===== src/rtl/mem_arbiter.sv =====
// Shared RAM port arbiter between instruction fetch and data memory.
// Data has priority, with a starvation guard for fetch and a hung-RAM watchdog.
module mem_arbiter #(
    parameter int STARVE_MAX     = 4,
    parameter int TIMEOUT_CYCLES = 64,
    parameter int AW             = 32
) (
    input  logic          CLK,
    input  logic          nRST,
    input  logic          iREN,
    input  logic [AW-1:0] iaddr,
    output logic          ihit,
    output logic [AW-1:0] iload,
    input  logic          dREN,
    input  logic          dWEN,
    input  logic [AW-1:0] daddr,
    input  logic [AW-1:0] dstore,
    output logic          dhit,
    output logic [AW-1:0] dload,
    output logic          ramREN,
    output logic          ramWEN,
    output logic [AW-1:0] ramaddr,
    output logic [AW-1:0] ramstore,
    input  logic [AW-1:0] ramload,
    input  logic          ram_ready,
    output logic          err
);

    localparam int SW = $clog2(STARVE_MAX + 1);
    localparam int TW = $clog2(TIMEOUT_CYCLES + 1);

    typedef enum logic [1:0] {
        IDLE,
        IBUSY,
        DBUSY
    } state_t;

    state_t        state;
    logic [SW-1:0] starve_cnt;
    logic [TW-1:0] tmo_cnt;
    logic [AW-1:0] lat_addr;
    logic [AW-1:0] lat_store;
    logic          lat_wr;

    logic d_req;
    logic starved;
    logic busy_i;
    logic busy_d;

    assign d_req   = dREN | dWEN;
    assign starved = iREN && (starve_cnt == SW'(STARVE_MAX));
    assign busy_i  = (state == IBUSY);
    assign busy_d  = (state == DBUSY);

    always_ff @(posedge CLK) begin
        if (!nRST) begin
            state      <= IDLE;
            starve_cnt <= '0;
            tmo_cnt    <= '0;
            lat_addr   <= '0;
            lat_store  <= '0;
            lat_wr     <= 1'b0;
            err        <= 1'b0;
        end else begin
            case (state)
                IDLE: begin
                    if (d_req && !starved) begin
                        lat_addr   <= daddr;
                        lat_store  <= dstore;
                        lat_wr     <= dWEN;
                        starve_cnt <= iREN ? starve_cnt + SW'(1) : '0;
                        tmo_cnt    <= '0;
                        state      <= DBUSY;
                    end else if (iREN) begin
                        lat_addr   <= iaddr;
                        lat_store  <= '0;
                        lat_wr     <= 1'b0;
                        starve_cnt <= '0;
                        tmo_cnt    <= '0;
                        state      <= IBUSY;
                    end
                end
                IBUSY, DBUSY: begin
                    // Access is atomic: only ram_ready or the watchdog ends it
                    if (ram_ready) begin
                        state <= IDLE;
                    end else if (tmo_cnt == TW'(TIMEOUT_CYCLES - 1)) begin
                        state <= IDLE;
                        err   <= 1'b1;
                    end else begin
                        tmo_cnt <= tmo_cnt + TW'(1);
                    end
                end
                default: state <= IDLE;
            endcase
        end
    end

    assign ramREN   = busy_i | (busy_d & ~lat_wr);
    assign ramWEN   = busy_d & lat_wr;
    assign ramaddr  = (busy_i | busy_d) ? lat_addr : '0;
    assign ramstore = busy_d ? lat_store : '0;

    // A withdrawn request discards the completing access
    assign ihit  = busy_i & ram_ready & iREN;
    assign dhit  = busy_d & ram_ready & d_req;
    assign iload = ihit ? ramload : '0;
    assign dload = dhit ? ramload : '0;

endmodule

===== config.mk =====
export PLATFORM = sky130hd
export DESIGN_NAME = mem_arbiter
export DESIGN_NICKNAME = d
export VERILOG_FILES = /design/src/rtl/mem_arbiter.sv
export SDC_FILE = /design/constraint.sdc
export NUM_CORES = 1
export LEC_CHECK = 0
export ABC_AREA = 1
export BUFFER_PORTS_ARGS = -buffer_cell sky130_fd_sc_hd__clkbuf_2
export CORE_MARGIN = 5
export CORE_UTILIZATION = 35
export CTS_CLUSTER_DIAMETER = 50
export DETAILED_ROUTE_END_ITERATION = 10
export PLACE_DENSITY = 0.71
export RECOVER_POWER = 100
export SLEW_MARGIN = 20
export SYNTH_ARGS = -nofsm -noshare
export SYNTH_HDL_FRONTEND = slang
export SYNTH_SLANG_ARGS = --single-unit

===== constraint.sdc =====
create_clock -name CLK -period 1.7 [get_ports CLK]
set_clock_uncertainty 0.15 [all_clocks]
set_input_delay 0.34 -clock CLK [delete_from_list [all_inputs] [get_ports CLK]]
set_output_delay 0.34 -clock CLK [all_outputs]
set_load 0.02 [all_outputs]

==> results.md, run 1 <==
- Main combinational cell family by area after synthesis: simple AND/OR/NAND/NOR gates
- R2R cell count: 11
- Footprint of the multi-input gates: between 2000 and 3000 um^2
- Top-level I/O count: 267
- Kind of critical path: flip-flop to output port
- Reg area: 1570 um^2
- Synth Register Bits: 78
- CTS max path bufs: 2
- Status: finished, violations left
- RSZ-0062 raised after global routing: true
- Pin count of the biggest net entering global routing: 56
- Gr ovfl total: 0
- Ys Warns: 0
- Synth Area in Compound Gates: 0.115
- Fmax: about 470 MHz
- Synth Area in Simple Gates: 0.328
- Post-Route WL: 17.0 mm
- Fillers: 1070
- CP required: 1.21 ns
- CTS root buf: clkbuf_16
- Top-count cell post-synth: nand2_1
- Die height: ~120 um
- Layout cells sized above 1: 0.501
- Cell taking the most area after synthesis: dfxtp_1
- Internal: between 4 and 5 mW
- Power Density: 792 nW/um^2
- Ant. Diodes: 0
- WL/cell: 14.2 um
- Initial antenna violation count: 0
- Synth Net Count: 859
- DR pass1 iterations: 4
- Reg-to-reg critical path endpoint: tmo_cnt[5]
- Syn-to-layout area delta: 83.7%
- Hold Violations, Final: 0
- Detailed Place HPWL: 11.2 mm
- Mapped cell area: 4410 um^2
- Max Slew Vio Count: 0
- Post-synthesis adder-cell area fraction: 0.0170
- Hold EP: lat_store[26]
- Skew-Pair Late Insertion Delay: 0.33 ns
- VDD IR max: 0.000503 V
- Core Util, Final: 0.648
- FF-to-FF Start: state[0]
- Final setup violation count: 141
- CTS tree: built
- First-pass GRT wire length: 23.2 mm
- Port-buffer cells: 266
- Worst setup EP type: output port
- Power share of the combinational group: 0.338
- P_leak: roughly 4.6 nW
- Nets: 1158
- WP data arrival: 1.63 ns
- Placement row count: a little over 40
- # DRC: 0
- Switching share of power: 0.323
- Overall Global Routing Usage: 0.191
- Worst-path clk slew: 0.06 ns
- Multiplexer area fraction after synthesis: 0
- Hold path start: dstore[26]
- Final Total Pwr: 6.43 mW
- WHS Path Cells: 3
- CTS H-Tree Depth: 3
- Most used DFF post-synth: dfxtp_1
- Syn avg cell area: 6.14 um^2
- Vias: 5454
- Core Area: 12500 um^2
- Top post-synthesis cells by count: nand2_1 (224), inv_1 (119), dfxtp_1 (78)
- Number of hold buffers added after CTS: 0
- Post-synth ARST share: 0
- Vias in the first global route: just under 5000
- Worst Max-Slew Pin Slew: between 0.3 and 0.4 ns
- CTS Buf Count: 9
- Post-synthesis xor/xnor area fraction: 0.00198
- Hold Slack: 0.0859 ns
- # clock sinks: 78
- CP Max Fanout: 8
- Crit share post-route: 1.25
- Slew HR: 0.761
- Register area share after synthesis: 0.354
- Die Wd: 122 um
- Net switching power: slightly above 2 mW
- Distinct cells, synth: 25
- Top post-synthesis cells by area: dfxtp_1 (35%), nand2_1 (19%), inv_1 (10%), nor2_1 (6.5%), o211ai_1 (5.4%)
- Initial drt markers: around 200
- Die area: 15000 um^2
- Worst Setup Start Kind: flip-flop
- Share of power burned in registers: 0.336
- Failing checks: setup timing
- GP Congestion: 0.787
- Initial Util: 0.353
- Top-area cell type share of the netlist area: 0.354
- Clock share of power: 0.326
- R2R Setup Slk: -0.05 ns
- Max-cap violation count: 0
- ANT nets after route: 0
- Final Worst Setup Slack: -0.421 ns
- Number of flops mapped to enable cells by yosys: 0
- Via density: 4.56
- Tmin final: 2.12 ns
- Syn Inst Count: between 700 and 800
- Hold crit path type: input pin to flip-flop
-- state kept, by name, indices dropped and copies added, names as in the netlist --
name	flops
state	2
lat_addr	32
lat_wr	1
lat_store	32
starve_cnt	3
tmo_cnt	7
err	1
-- cell usage in the layout (no fill, tap or decap), types with 3 or more instances in the layout --
cell       instances
a21oi_1           43
buf_12            12
buf_4             49
buf_6             50
buf_8             30
clkbuf_16         15
clkbuf_2         141
clkbuf_4          29
clkbuf_8           8
dfxtp_1           74
dfxtp_2            3
ha_1               4
inv_1             83
inv_2             67
inv_4              4
nand2_1          193
nand2_2           14
nand2_4           20
nand3_1           43
nor2_1            26
nor2_2             9
nor2_4            43
o211ai_1          32
o21ai_0            5
-- cells by family (layout without fill, tap and decap cells) --
group,Yosys count,in the layout
simple gates,356,356
flops,78,78
fa+ha+maj,6,6
compound gates,83,83
buf+inv,195,499
xor+xnor,1,1
-- repair_timing --
item                                    CTS  global route
cloned                                    2             8
buffers inserted                          4             8
pin swaps                                 0            10
resized for setup                       147           282
endpoints found under the setup margin  139           209
-- metrics by stage --
step	setup TNS (ns)	instances	instance area [um^2]	worst slack, ns
2_1_floorplan	-8.64	719	4740	-0.160
3_3_place_gp	-6.58	1158	6430	-0.152
3_5_place_dp	-9.11	1158	6430	-0.182
4_1_cts	-44.05	1179	7300	-0.397
5_1_grt	-58.71	1195	8110	-0.499
6_report	-45.44	1195	8110	-0.421
-- power by group through the flow --
stage / Combinational (mW) / Clock [mW] / Sequential [mW]
6_report: 2.17 / 2.09 / 2.16
5_1_grt: 2.35 / 2.23 / 2.18
4_1_cts: 1.80 / 2.13 / 2.13
3_5_place_dp: 1.72 / 0 / 2.17
3_3_place_gp: 1.70 / 0 / 2.17
2_1_floorplan: 1.10 / 0 / 2.15
-- layer usage --
metal	wire length (um)	vias to the layer above	part of all wire	GRT usage
met2	8630	230	0.51	0.351
met4	440	0	0.026	0.0623
li1	-	2755	-	-
met5	0	-	0	0
met3	1310	37	0.077	0.0544
met1	6570	2432	0.39	0.211
-- critical path: stages, from the launching register on --
cell      delay [ns]
dfxtp_4         0.36
inv_2           0.05
ha_1            0.14
inv_2           0.05
nor3_4          0.17
buf_4           0.16
inv_4           0.06
nor2_1          0.12
clkbuf_4        0.19
-- how the worst max path moves through the flow --
stage	startpoint	endpoint	cells past startpoint
CTS	state[0]	dload[0]	8
global route	state[1]	iload[0]	8
finish	state[1]	iload[0]	8
global placement	state[1]	iload[4]	7
floorplan	state[0]	dload[11]	8
detailed placement	state[1]	iload[3]	7
-- final cells by class --
type                       instances  share of cell area
timing repair buffer             327               0.346
timing repair inverter             2             0.00216
tap                              172              0.0265
inverter                         154              0.0739
multi-input combinational        446               0.318
clock buffer                      11              0.0299
clock inverter                     5              0.0100
sequential                        78               0.193
(Power assumes the default switching activity.)
==> inputs of run 2 (changes only) <==
==> constraint.sdc (replaced) <==
create_clock -name CLK -period 1.7 [get_ports CLK]
set_clock_uncertainty 0.15 [all_clocks]
set_input_delay 0.17 -clock CLK [delete_from_list [all_inputs] [get_ports CLK]]
set_output_delay 0.17 -clock CLK [all_outputs]
set_load 0.02 [all_outputs]
==> run 2 against run 1 <==
  * The flow still finishes with violations (setup timing)
  * Register-to-register slack worse by 0.02 ns
  * Critical path type unchanged
  * Non-clock buffer count up 20
  * Largest power group unchanged
  * Cell area is 2.9% higher
  * Sequential power about the same
  * Sequential share of layout area down 0.58 points
  * Cell count is 1.6% higher
  * First-iteration DRC count grew 21%
  * Worst setup slack gained 0.13 ns
  * Wire length rose by 5.0%
==> results.md, run 2 (same netlist as run 1, synthesis figures left out) <==
- Status: finished, violations left (unchanged)
- Failing checks: setup timing (unchanged)
- Commonest cells after routing, fill and taps aside: nand2_1 (203), clkbuf_2 (171), inv_1 (92), dfxtp_1 (76), inv_2 (57) (was nand2_1 (193), clkbuf_2 (141), inv_1 (83), dfxtp_1 (74), inv_2 (67))
- P_leak: 4.68 nW (was 4.59 nW)
- Placement row count: 41 (unchanged)
- Top flop regs: lat_addr x32, lat_store x32, tmo_cnt x7 (unchanged)
- Skew-Pair Late Insertion Delay: 0.32 ns (was 0.33 ns)
- Worst Setup Start Kind: flip-flop (unchanged)
- GP Congestion: 0.823 (was 0.787)
- WL/cell: 14.7 um (was 14.2 um)
- Hold crit path type: input pin to flip-flop (unchanged)
- Via density: 4.62 (was 4.56)
- Internal: 4.49 mW (was 4.35 mW)
- CTS root buf: clkbuf_16 (unchanged)
- Share of power burned in registers: 0.329 (was 0.336)
- Nets: 1176 (was 1158)
- Most used cell, CP: inv_2 (unchanged)
- # DRC: 0 (unchanged)
- Met1 usage: 0.244 (was 0.211)
- VDD IR max: 0.000558 V (was 0.000503 V)
- Most common library cell in the layout ignoring fill and taps: nand2_1 (unchanged)
- Clock share of power: 0.331 (was 0.326)
- Port-buffer cells: 266 (unchanged)
- Max stage delay on crit path: 0.36 ns (about the same)
- CP Max Fanout: 17 (was 8)
- Switching share of power: 0.322 (was 0.323)
- Initial drt markers: 240 (was 198)
- Syn-to-layout area delta: 89.1% (was 83.7%)
- DR pass1 iterations: 5 (was 4)
- CTS H-Tree Depth: 3 (unchanged)
- Power share of the combinational group: 0.340 (was 0.338)
- Hold Violations, Final: 0 (unchanged)
- Layout cells sized above 1: 0.467 (was 0.501)
- Hold Slack: 0.0208 ns (was 0.0859 ns)
- RSZ-0062 raised after global routing: true (unchanged)
- Die Wd: 122 um (unchanged)
- Max-cap violation count: 0 (unchanged)
- Overall Global Routing Usage: 0.216 (was 0.191)
- Slowest stage cell, crit path: dfxtp_4 (unchanged)
- Post-Route WL: 17.8 mm (was 17.0 mm)
- Worst Max-Slew Pin Slew: 0.324 ns (was 0.359 ns)
- Global routing's busiest layer: met2 (unchanged)
- Fmax: 502 MHz (was 472 MHz)
- Net switching power: 2.13 mW (was 2.08 mW)
- Worst-path clk slew: 0.06 ns (about the same)
- CTS Buf Count: 9 (unchanged)
- Top-level I/O count: 267 (unchanged)
- Max Slew Vio Count: 0 (unchanged)
- Final setup violation count: 136 (was 141)
- Detailed Place HPWL: 11.1 mm (was 11.2 mm)
- CP delay by family, top: buffers and inverters (unchanged)
- Die height: 122 um (unchanged)
- Met3 Use GR: 0.0594 (was 0.0544)
- WP data arrival: 1.67 ns (was 1.63 ns)
- CP bufs+invs: 5 (unchanged)
- Power Density: 792 nW/um^2 (about the same)
- Kind of critical path: flip-flop to output port (unchanged)
- Final Total Pwr: 6.61 mW (was 6.43 mW)
- Initial antenna violation count: 0 (unchanged)
- Tmin final: 1.99 ns (was 2.12 ns)
- CP required: 1.38 ns (was 1.21 ns)
- First-pass GRT wire length: 26.2 mm (was 23.2 mm)
- ANT nets after route: 0 (unchanged)
- Crit share post-route: 1.17 (was 1.25)
- CTS max path bufs: 2 (unchanged)
- # clock sinks: 78 (unchanged)
- Initial Util: 0.353 (unchanged)
- Vias: 5605 (was 5454)
- Vias in the first global route: 5340 (was 4938)
- Die area: 15000 um^2 (unchanged)
- Core Area: 12500 um^2 (unchanged)
- Gr ovfl total: 0 (unchanged)
- Worst setup EP type: output port (unchanged)
- Pin count of the biggest net entering global routing: 67 (was 56)
- Met2 usage: 0.388 (was 0.351)
- CTS tree: built (unchanged)
- Final Worst Setup Slack: -0.292 ns (was -0.421 ns)
- Slew HR: 0.784 (was 0.761)
- Crit-path cells: inv_4 -> ha_2 -> inv_2 -> nor3_4 -> inv_2 -> buf_12 -> nor2_2 -> buf_6 (was inv_2 -> ha_1 -> inv_2 -> nor3_4 -> buf_4 -> inv_4 -> nor2_1 -> clkbuf_4)
[run 2: layout make-up]
class | count | area (um^2)
fill | 1060 | 4170
timing repair buffer | 347 | 3020
multi-input combinational | 446 | 2610
sequential | 78 | 1570
inverter | 154 | 591
clock buffer | 9 | 225
tap | 172 | 215
clock inverter | 6 | 111
antenna | 2 | 5.00
[run 2: path summary, 6_finish.rpt]
check | startpoint | to | slack, ns | cells past startpoint
max | state[1] | iload[17] | -0.29 | 8
max reg2reg | state[0] | tmo_cnt[5] | -0.07 | 11
min | daddr[10] | lat_addr[10] | 0.02 | 5
min reg2reg | lat_store[18] | lat_store[18] | 0.31 | 2
[run 2: metrics by stage]
step	utilization	cell area (um^2)	instances	setup TNS [ns]	worst slack, ns
after global placement	0.498	6230	1141	0	0.00173
final	0.667	8350	1214	-24.57	-0.292
after detailed placement	0.498	6230	1141	-0.0143	-0.00927
after global routing	0.667	8340	1212	-35.50	-0.379
after CTS	0.632	7910	1201	-25.63	-0.266
after floorplan	-	4710	719	0	0.0183
[run 2: power by group through the flow]
stage / Clock (mW) / Sequential [mW] / Combinational (mW)
floorplan: 0 / 2.15 / 1.08
global placement: 0 / 2.17 / 1.58
detailed placement: 0 / 2.17 / 1.59
CTS: 2.23 / 2.17 / 2.10
global route: 2.31 / 2.20 / 2.43
finish: 2.19 / 2.17 / 2.25
[run 2: what timing repair did]
action,CTS,global route
pin swaps,22,2
setup buffers,6,7
hold endpoints to repair,34,0
hold buffers,34,0
gates resized for setup,234,118
cloned,5,4
endpoints found under the setup margin,145,175
[run 2: worst reg2reg max path, cell delays in order, from the launching register on]
cell and delay [ns]:
dfxtp_2 0.37, inv_4 0.06, ha_4 0.35, buf_4 0.16
inv_2 0.04, nand2_1 0.04, nand2_1 0.11, inv_4 0.12
nand2_4 0.09, nand2_1 0.07, nand2_1 0.05, nor2_1 0.10
[run 2: layer usage]
| metal | share of wire | vias up |
|---|---|---|
| met1 | 0.38 | 2526 |
| met3 | 0.079 | 42 |
| li1 | - | 2793 |
| met4 | 0.029 | 0 |
| met2 | 0.51 | 244 |
| met5 | 0 | - |
